==> src/rtl/gpp_fetch_pkg.sv <==
// Shared constants, buffer entry type and instruction-length decode for the
// general-purpose processor fetch front end.
package gpp_fetch_pkg;

  localparam int unsigned ADDR_W_DEF  = 16;
  localparam int unsigned DATA_W_DEF  = 16;
  localparam int unsigned DEPTH_DEF   = 4;
  localparam int unsigned LEN_BIT_DEF = 15;
  localparam logic [ADDR_W_DEF-1:0] RESET_PC_DEF = '0;

  // Widest instruction word the length decode accepts; callers zero-extend.
  localparam int unsigned WORD_MAX_W = 64;

  typedef struct packed {
    logic [ADDR_W_DEF-1:0] pc;
    logic [DATA_W_DEF-1:0] word;
  } fetch_entry_t;

  function automatic logic is_long(input logic [WORD_MAX_W-1:0] word,
                                   input logic [5:0]            len_bit);
    return word[len_bit];
  endfunction

endpackage

==> src/rtl/fetch_word_fifo.sv <==
// Circular prefetch buffer of {pc, word} entries; pops one or two entries per
// cycle and exposes the head plus the entry behind it for two-word assembly.
module fetch_word_fifo #(
  parameter  int unsigned ADDR_W = 16,
  parameter  int unsigned DATA_W = 16,
  parameter  int unsigned DEPTH  = 4,
  localparam int unsigned PTR_W  = $clog2(DEPTH),
  localparam int unsigned CNT_W  = PTR_W + 1
) (
  input  logic              clk,
  input  logic              rst,
  input  logic              flush,
  input  logic              push,
  input  logic [ADDR_W-1:0] push_pc,
  input  logic [DATA_W-1:0] push_word,
  input  logic [1:0]        pop_cnt,
  output logic [ADDR_W-1:0] head_pc,
  output logic [DATA_W-1:0] head_word,
  output logic [DATA_W-1:0] next_word,
  output logic [CNT_W-1:0]  count
);

  logic [ADDR_W-1:0] pc_mem   [DEPTH];
  logic [DATA_W-1:0] word_mem [DEPTH];
  logic [PTR_W-1:0]  rd_ptr;
  logic [PTR_W-1:0]  wr_ptr;

  assign head_pc   = pc_mem[rd_ptr];
  assign head_word = word_mem[rd_ptr];
  assign next_word = word_mem[rd_ptr + PTR_W'(1)];

  // Pointers are exactly PTR_W bits wide, so DEPTH being a power of two makes
  // the modulo wrap free. The caller guarantees no overflow or underflow.
  always_ff @(posedge clk or negedge rst) begin
    if (!rst) begin
      rd_ptr <= '0;
      wr_ptr <= '0;
      count  <= '0;
      for (int i = 0; i < int'(DEPTH); i++) begin
        pc_mem[i]   <= '0;
        word_mem[i] <= '0;
      end
    end else if (flush) begin
      rd_ptr <= '0;
      wr_ptr <= '0;
      count  <= '0;
    end else begin
      if (push) begin
        pc_mem[wr_ptr]   <= push_pc;
        word_mem[wr_ptr] <= push_word;
      end
      wr_ptr <= wr_ptr + PTR_W'(push);
      rd_ptr <= rd_ptr + PTR_W'(pop_cnt);
      count  <= count + CNT_W'(push) - CNT_W'(pop_cnt);
    end
  end

endmodule

==> src/rtl/gpp_fetch_unit.sv <==
// Instruction fetch front end: sequential PC with redirect, one-cycle memory
// response capture, prefetch buffering and one/two-word instruction assembly.
module gpp_fetch_unit
  import gpp_fetch_pkg::*;
#(
  parameter  int unsigned       ADDR_W   = ADDR_W_DEF,
  parameter  int unsigned       DATA_W   = DATA_W_DEF,
  parameter  int unsigned       DEPTH    = DEPTH_DEF,
  parameter  logic [ADDR_W-1:0] RESET_PC = ADDR_W'(RESET_PC_DEF),
  parameter  int unsigned       LEN_BIT  = LEN_BIT_DEF,
  localparam int unsigned       CNT_W    = $clog2(DEPTH) + 1
) (
  input  logic              clk,
  input  logic              rst,
  output logic              imem_req,
  output logic [ADDR_W-1:0] imem_addr,
  input  logic [DATA_W-1:0] imem_rdata,
  input  logic              redirect_valid,
  input  logic [ADDR_W-1:0] redirect_pc,
  output logic              instr_valid,
  input  logic              instr_ready,
  output logic [ADDR_W-1:0] instr_pc,
  output logic [DATA_W-1:0] instr_word0,
  output logic [DATA_W-1:0] instr_word1,
  output logic              instr_long,
  output logic [CNT_W-1:0]  buf_count
);

  logic [ADDR_W-1:0] fetch_pc;
  logic              inflight;
  logic [ADDR_W-1:0] inflight_pc;
  logic [CNT_W:0]    occupancy;
  logic [ADDR_W-1:0] head_pc;
  logic [DATA_W-1:0] head_word;
  logic [DATA_W-1:0] next_word;
  logic              head_long;
  logic              accept;
  logic              push;
  logic [1:0]        pop_cnt;

  assign imem_addr = fetch_pc;

  // Occupancy counts the outstanding response but not this cycle's pop, so a
  // request is only made when its response is guaranteed a free slot.
  assign occupancy = {1'b0, buf_count} + {{CNT_W{1'b0}}, inflight};
  assign imem_req  = rst && !redirect_valid && (occupancy < (CNT_W+1)'(DEPTH));

  assign head_long   = is_long(WORD_MAX_W'(head_word), 6'(LEN_BIT));
  assign instr_valid = head_long ? (buf_count >= CNT_W'(2)) : (buf_count != '0);
  assign accept      = instr_valid && instr_ready && !redirect_valid;
  assign pop_cnt     = !accept ? 2'd0 : (head_long ? 2'd2 : 2'd1);
  assign push        = inflight && !redirect_valid;

  assign instr_pc    = instr_valid ? head_pc : '0;
  assign instr_word0 = instr_valid ? head_word : '0;
  assign instr_long  = instr_valid && head_long;
  assign instr_word1 = instr_long ? next_word : '0;

  // A redirect drops the response due this cycle by clearing inflight and
  // suppressing the push; fetch resumes from redirect_pc on the next cycle.
  always_ff @(posedge clk or negedge rst) begin
    if (!rst) begin
      fetch_pc    <= RESET_PC;
      inflight    <= 1'b0;
      inflight_pc <= '0;
    end else if (redirect_valid) begin
      fetch_pc <= redirect_pc;
      inflight <= 1'b0;
    end else begin
      inflight <= imem_req;
      if (imem_req) begin
        fetch_pc    <= fetch_pc + ADDR_W'(1);
        inflight_pc <= fetch_pc;
      end
    end
  end

  fetch_word_fifo #(
    .ADDR_W (ADDR_W),
    .DATA_W (DATA_W),
    .DEPTH  (DEPTH)
  ) u_fifo (
    .clk       (clk),
    .rst       (rst),
    .flush     (redirect_valid),
    .push      (push),
    .push_pc   (inflight_pc),
    .push_word (imem_rdata),
    .pop_cnt   (pop_cnt),
    .head_pc   (head_pc),
    .head_word (head_word),
    .next_word (next_word),
    .count     (buf_count)
  );

endmodule

==> config.mk <==
export PLATFORM = sky130hd
export DESIGN_NAME = gpp_fetch_unit
export DESIGN_NICKNAME = d
export VERILOG_FILES = /design/src/rtl/gpp_fetch_pkg.sv /design/src/rtl/fetch_word_fifo.sv /design/src/rtl/gpp_fetch_unit.sv
export SDC_FILE = /design/constraint.sdc
export NUM_CORES = 1
export LEC_CHECK = 0
export CELL_PAD_IN_SITES_DETAIL_PLACEMENT = 0
export CELL_PAD_IN_SITES_GLOBAL_PLACEMENT = 2
export CORE_ASPECT_RATIO = 1.5
export CORE_MARGIN = 8
export CORE_UTILIZATION = 39
export CTS_BUF_LIST = sky130_fd_sc_hd__clkbuf_16
export DETAILED_ROUTE_END_ITERATION = 8
export PLACE_DENSITY_LB_ADDON = 0.12
export SLEW_MARGIN = 20
export SYNTH_ARGS = -nofsm -noshare
export SYNTH_HDL_FRONTEND = slang
export SYNTH_HIERARCHICAL = 1
export SYNTH_SLANG_ARGS = --single-unit
==> constraint.sdc <==
create_clock -name clk -period 4.4 [get_ports clk]
set_clock_uncertainty 0.1 [all_clocks]
set_input_delay 0.44 -clock clk [delete_from_list [all_inputs] [get_ports clk]]
set_output_delay 0.44 -clock clk [all_outputs]
set_load 0.05 [all_outputs]
Word level (Yosys, flattened, before mapping)
Cells that the tools add are included.
{"block": "word_totals", "output_inout_bits": 70, "latchBits": 0, "romBits": 0, "mem_count": 0, "ram_bits": 0, "regBits": 168, "input_bits": 36}
{"block": "classes", "n_eq_ne": 0, "n_bitwise": 4, "mux": 25, "shift": 0, "n_mul": 0, "div_mod_pow": 0, "addsub": 7, "reduce_logical": 12, "order_cmp": 6}
{"operator": "$mux W16", "count": 12}
{"operator": "$bwmux W64", "count": 2}
{"operator": "$bmux W16 S2", "count": 3}
{"operator": "$demux W16 S2", "count": 1}
{"operator": "$add A16 B1 Y16 const B", "count": 1}
{"operator": "$ge A3 B3 Y1 const B", "count": 3}
{"operator": "$not A2 Y3", "count": 3}
{"operator": "$mux W2", "count": 4}
{"operator": "$logic_and A1 B1 Y1", "count": 7}
{"operator": "$add A3 B1 Y4", "count": 1}
{"operator": "$lt A4 B3 Y1 const B", "count": 1}
{"operator": "$reduce_and A2 Y1", "count": 2}
{"operator": "$add A3 B1 Y3", "count": 1}
{"operator": "$ge A3 B2 Y1 const B", "count": 1}
{"operator": "$lt A3 B1 Y1 const B", "count": 1}
{"operator": "$mux W3", "count": 1}
{"operator": "$reduce_bool A3 Y1", "count": 1}
{"operator": "$sub A3 B2 Y3", "count": 1}
{"operator": "$add A2 B1 Y2", "count": 1}
{"operator": "$add A2 B1 Y2 const B", "count": 1}
{"operator": "$add A2 B2 Y2", "count": 1}
{"operator": "$mux W1", "count": 2}
{"operator": "$reduce_bool A2 Y1", "count": 1}
{"operator": "$logic_not A1 Y1", "count": 1}
{"operator": "$not A1 Y1", "count": 1}

Depth between registers and ports, before layout
{"block": "logic_depth", "ltp_word": 10, "mapped_depth": 11, "depth_no_buf": 10}

Cells and area by module
The synthesis kept the hierarchy.
{"mod": "fetch_word_fifo", "cells_per_inst": 361, "area_per_inst_um2": 6332.3, "instances": 1, "seq_area_each_um2": 3378.2}
{"mod": "gpp_fetch_unit", "cells_per_inst": 235, "area_per_inst_um2": 2001.9, "instances": 1, "seq_area_each_um2": 825.8}

Worst setup path after synthesis
Ideal clock, no wire load.
{"block": "synth_timing", "kind": "reg2out", "from": "register u_fifo.rd_ptr[0]", "to": "output port instr_word0[10]", "n_path_buf": 2, "t_required_ps": 3860, "path_slack_ps": 1165, "path_stages_with_launch": 6, "arrival_time_ps": 2695, "cell_sequence": "dfrtp_1 buf_2 mux4_2 o21ai_0 clkbuf_1 and2_1"}
{"block": "synth_via", "elab_chain_cells": 6}
{"element": "start, declared", "line": "fetch_word_fifo.sv:25", "text": "logic [PTR_W-1:0] rd_ptr;"}
{"element": "start signal, assigned", "line": "fetch_word_fifo.sv:53", "text": "rd_ptr <= rd_ptr + PTR_W'(pop_cnt);"}
{"element": "$not A2 Y3 (not written as such)", "line": "fetch_word_fifo.sv:29", "text": "assign head_word = word_mem[rd_ptr];"}
{"element": "$bmux W16 S2", "line": "fetch_word_fifo.sv:29"}
{"element": "$mux W16 (not written as such) (2 in series)", "line": "fetch_word_fifo.sv:29"}
{"element": "net head_word[15]", "line": "gpp_fetch_unit.sv:34", "text": "logic [DATA_W-1:0] head_word;"}
{"element": "$mux W1", "line": "gpp_fetch_unit.sv:49", "text": "assign instr_valid = head_long ? (buf_count >= CNT_W'(2)) : (buf_count != '0);"}
{"element": "net instr_valid", "line": "gpp_fetch_unit.sv:20", "text": "output logic instr_valid,"}
{"element": "$mux W16", "line": "gpp_fetch_unit.sv:55", "text": "assign instr_word0 = instr_valid ? head_word : '0;"}
{"element": "end, declared", "line": "gpp_fetch_unit.sv:23", "text": "output logic [DATA_W-1:0] instr_word0,"}
The timed path passes the listed nets, and every way through them passes these cells. The select of a mux whose other input is x is not followed.

Worst setup path after layout
{"block": "layout_timing", "from": "register u_fifo.rd_ptr[1]", "to": "output port instr_word0[2]"}
{"block": "layout_via", "word_cells_on_any_way": 6}
{"element": "$not A2 Y3 (not written as such)", "line": "fetch_word_fifo.sv:29"}
{"element": "$bmux W16 S2", "line": "fetch_word_fifo.sv:29"}
{"element": "$mux W16 (not written as such) (2 in series)", "line": "fetch_word_fifo.sv:29"}
{"element": "net head_word[2]", "line": "gpp_fetch_unit.sv:34"}
{"element": "$mux W16", "line": "gpp_fetch_unit.sv:55"}
The timed path passes the listed nets, and every way through them passes these cells. The select of a mux whose other input is x is not followed.

==> metrics.txt <==
Post-CTS Setup Bufs=0; clock transition at the registers of the reported paths=60 ps; Vias=5305; CTS tree=done; Largest stage delay, worst path=about 700 ps; Pins Over Slew Limit=0; routability cong.=0.776; Critical Path RT=3860 ps; Critical Path Start Type=register; status=finished, final reports clean; die height=195 um; std cell rows=65; Worst Hold Class=input pin to asynchronous set/reset pin; Seq/Total Area, Yosys=50.4%; fin crit period=between 3000 and 4000 ps; Peak VDD IR=315 uV; WP data arrival=2960 ps; final routed DRC violation total=0; Worst Slack Setup Final=899 ps; Slew headroom=roughly 35%; syn avg cell area=14.0 um^2; synthesis-to-finish area growth=22.4%; CTS H-tree lvls=4; Crit. End Element=output port; CP max stage cell=clkdlybuf4s50_1; WP buf/inv=2; Yosys cell types=54; final setup TNS=0 ps; Max-cap violations=0; CP Cell Sequence=buf_4, mux4_2, and2_1, clkdlybuf4s50_1; synthesized flop and latch total=~170; drt first pass iters=4; WS Path Type=register to output port; CP top delay family=buffers and inverters; EDFF count, synth=0; Setup-failing EPs final=0; nets@finish=741; pin count of the biggest net entering global routing=82; first-pass GRT wire length=33100 um; CP max FO=48; die area=26400 um^2; Core ar.=about 21000 um^2; DIE WIDTH=135 um; 1st-iter DRT viols=301; vias in the first global route=5896; Clk Latency, worst-skew pair=430 ps; GRT Total Usage=approximately 16%; final hold vios=0; Power, Total=around 5400 uW; drt total wl=~21000 um; CTS sink count=168; measured slew at the worst slew-check pin=981 ps; dpl hpwl=between 10000 and 15000 um; initial antenna violation count=0; Syn Inst Count=596; Vias per Instance=5.42; Pleak=0.00454 uW; Tcrit/Tclk final=79.6%; Initial Util=39.7%; Syn Std Cell Area=8330 um^2; pwr dens=532 nW/um^2; Synth Warn #=6; Synth Flop Type=dfrtp_1; GRT overflow=0; Max clock buf depth=2; FFs w/ async S/R, synth=100%; share of layout cells above drive strength 1=roughly a third; Mapped Nets=639; Max Fclk=between 0.2 and 0.3 GHz; ANT cells=0; RSZ-0062 raised after global routing=no; IO buf count=about 110; DRT antenna net count=0; Top Ports=106; Root Driver=clkbuf_16; DP Worst Slack=between 1000 and 1500 ps; WL per Instance=approximately 21 um; number of CTS-inserted buffers=17
[per-stage QoR]
stage / utilization, % / cells / cell area [um^2] / hold slack (ps)
3_3_place_gp: 45.9 / 946 / 9630 / 218
3_5_place_dp: 45.9 / 946 / 9630 / 218
4_1_cts: 48.6 / 979 / 10200 / 357
5_1_grt: 48.6 / 979 / 10200 / 379
2_1_floorplan: - / 596 / 8330 / 44.4
6_report: 48.6 / 979 / 10200 / 361
[path summary, 6_finish.rpt]
kind / startpoint / end / slack [ps] / cells past startpoint
max: u_fifo/rd_ptr[1]$_DFF_PN0_ / instr_word0[2] / 900 / 4
min: rst / u_fifo/word_mem[17]$_DFFE_PN0P_ / 360 / 2
max reg2reg: u_fifo/rd_ptr[0]$_DFF_PN0_ / u_fifo/count[2]$_DFF_PN0_ / 1370 / 11
min reg2reg: u_fifo/pc_mem[63]$_DFFE_PN0P_ / u_fifo/pc_mem[63]$_DFFE_PN0P_ / 400 / 1
max in group asynchronous: rst / u_fifo/pc_mem[18]$_DFFE_PN0P_ / 2730 / 3
min in group clk: u_fifo/pc_mem[63]$_DFFE_PN0P_ / u_fifo/pc_mem[63]$_DFFE_PN0P_ / 400 / 1
[registers in the layout (all words and copies together), names as in the netlist]
register / cells
imem_addr: 16
inflight: 1
inflight_pc: 16
u_fifo/count: 3
u_fifo/pc_mem: 64
u_fifo/rd_ptr: 2
u_fifo/word_mem: 64
u_fifo/wr_ptr: 2
[cells in the final DEF, fill, tap and decap left out, types with 4 or more instances in the layout]
cell / netlist / layout
a21o_1: 4 / 4
o21ai_0: 9 / 8
dfrtp_1: 168 / 166
mux2_2: 123 / 123
ha_1: 6 / 6
nand4_1: 4 / 4
mux2_1: 5 / 5
nand2_1: 50 / 50
buf_12: 0 / 4
mux4_2: 48 / 48
nor2_1: 8 / 8
inv_1: 14 / 15
inv_6: 0 / 5
nor3_1: 4 / 4
a22oi_1: 6 / 6
clkbuf_16: 0 / 17
buf_4: 1 / 15
clkdlybuf4s50_1: 0 / 100
and2_1: 48 / 48
nor2b_1: 5 / 5
nand3_1: 11 / 11
[report_power, final]
group / switching [uW] / total (uW) / internal [uW]
Sequential: 255 / 2080 / 1830
Combinational: 1100 / 1930 / 834
Clock: 633 / 1410 / 780
[repair_timing]
action,4_1_cts,5_1_grt
hold endpoints to repair,23,0
hold buffers,1,0
gates resized for setup,0,0
[layer usage]
metal  vias to the layer above  global-route usage [%]  part of all wire [%]
met4                         0                    5.57                   1.7
met2                       102                    28.8                    55
met3                        24                    4.06                   4.6
met5                         -                       0                     0
li1                       2378                       -                     -
met1                      2801                    18.4                    39
[final cells by class]
type / instances / area [um^2]
timing repair buffer: 122 / 1230
clock inverter: 15 / 126
fill: 1875 / 10800
sequential: 168 / 4210
inverter: 14 / 52.6
multi-input combinational: 375 / 3830
clock buffer: 17 / 425
tap: 268 / 335
[synth_stat cells (all sizes together) (3+ instances only)]
cell type | count | share of area [%]
mux2 | 128 | 17
mux4 | 48 | 13
buf | 32 | 2.9
nand2 | 50 | 2.3
o21ai | 9 | 0.54
nand3 | 12 | 0.78
a21oi | 3 | 0.18
ha | 6 | 0.90
a21o | 4 | 0.36
nand4 | 5 | 0.45
a22oi | 6 | 0.54
or4 | 3 | 0.27
dfrtp | 168 | 50
o311ai | 3 | 0.32
nor2 | 8 | 0.36
clkbuf | 7 | 0.33
nor2b | 6 | 0.48
and2 | 48 | 3.6
inv | 14 | 0.63
a221o | 3 | 0.38
nor3 | 4 | 0.24
[kinds of logic (layout without fill, tap and decap cells)]
| group | Yosys count | count (layout) | synth area share (%) |
|---|---|---|---|
| adder cells (fa/ha/maj) | 7 | 7 | 1.14 |
| multiplexers | 176 | 176 | 30.3 |
| buffers and inverters | 53 | 168 | 3.87 |
| flip-flops | 168 | 168 | 50.4 |
| AO/OA/AOI/OAI | 38 | 38 | 3.35 |
| AND/OR/NAND/NOR | 150 | 150 | 10.2 |
| XOR/XNOR | 4 | 4 | 0.751 |
Power figures use the tool's default switching activity.
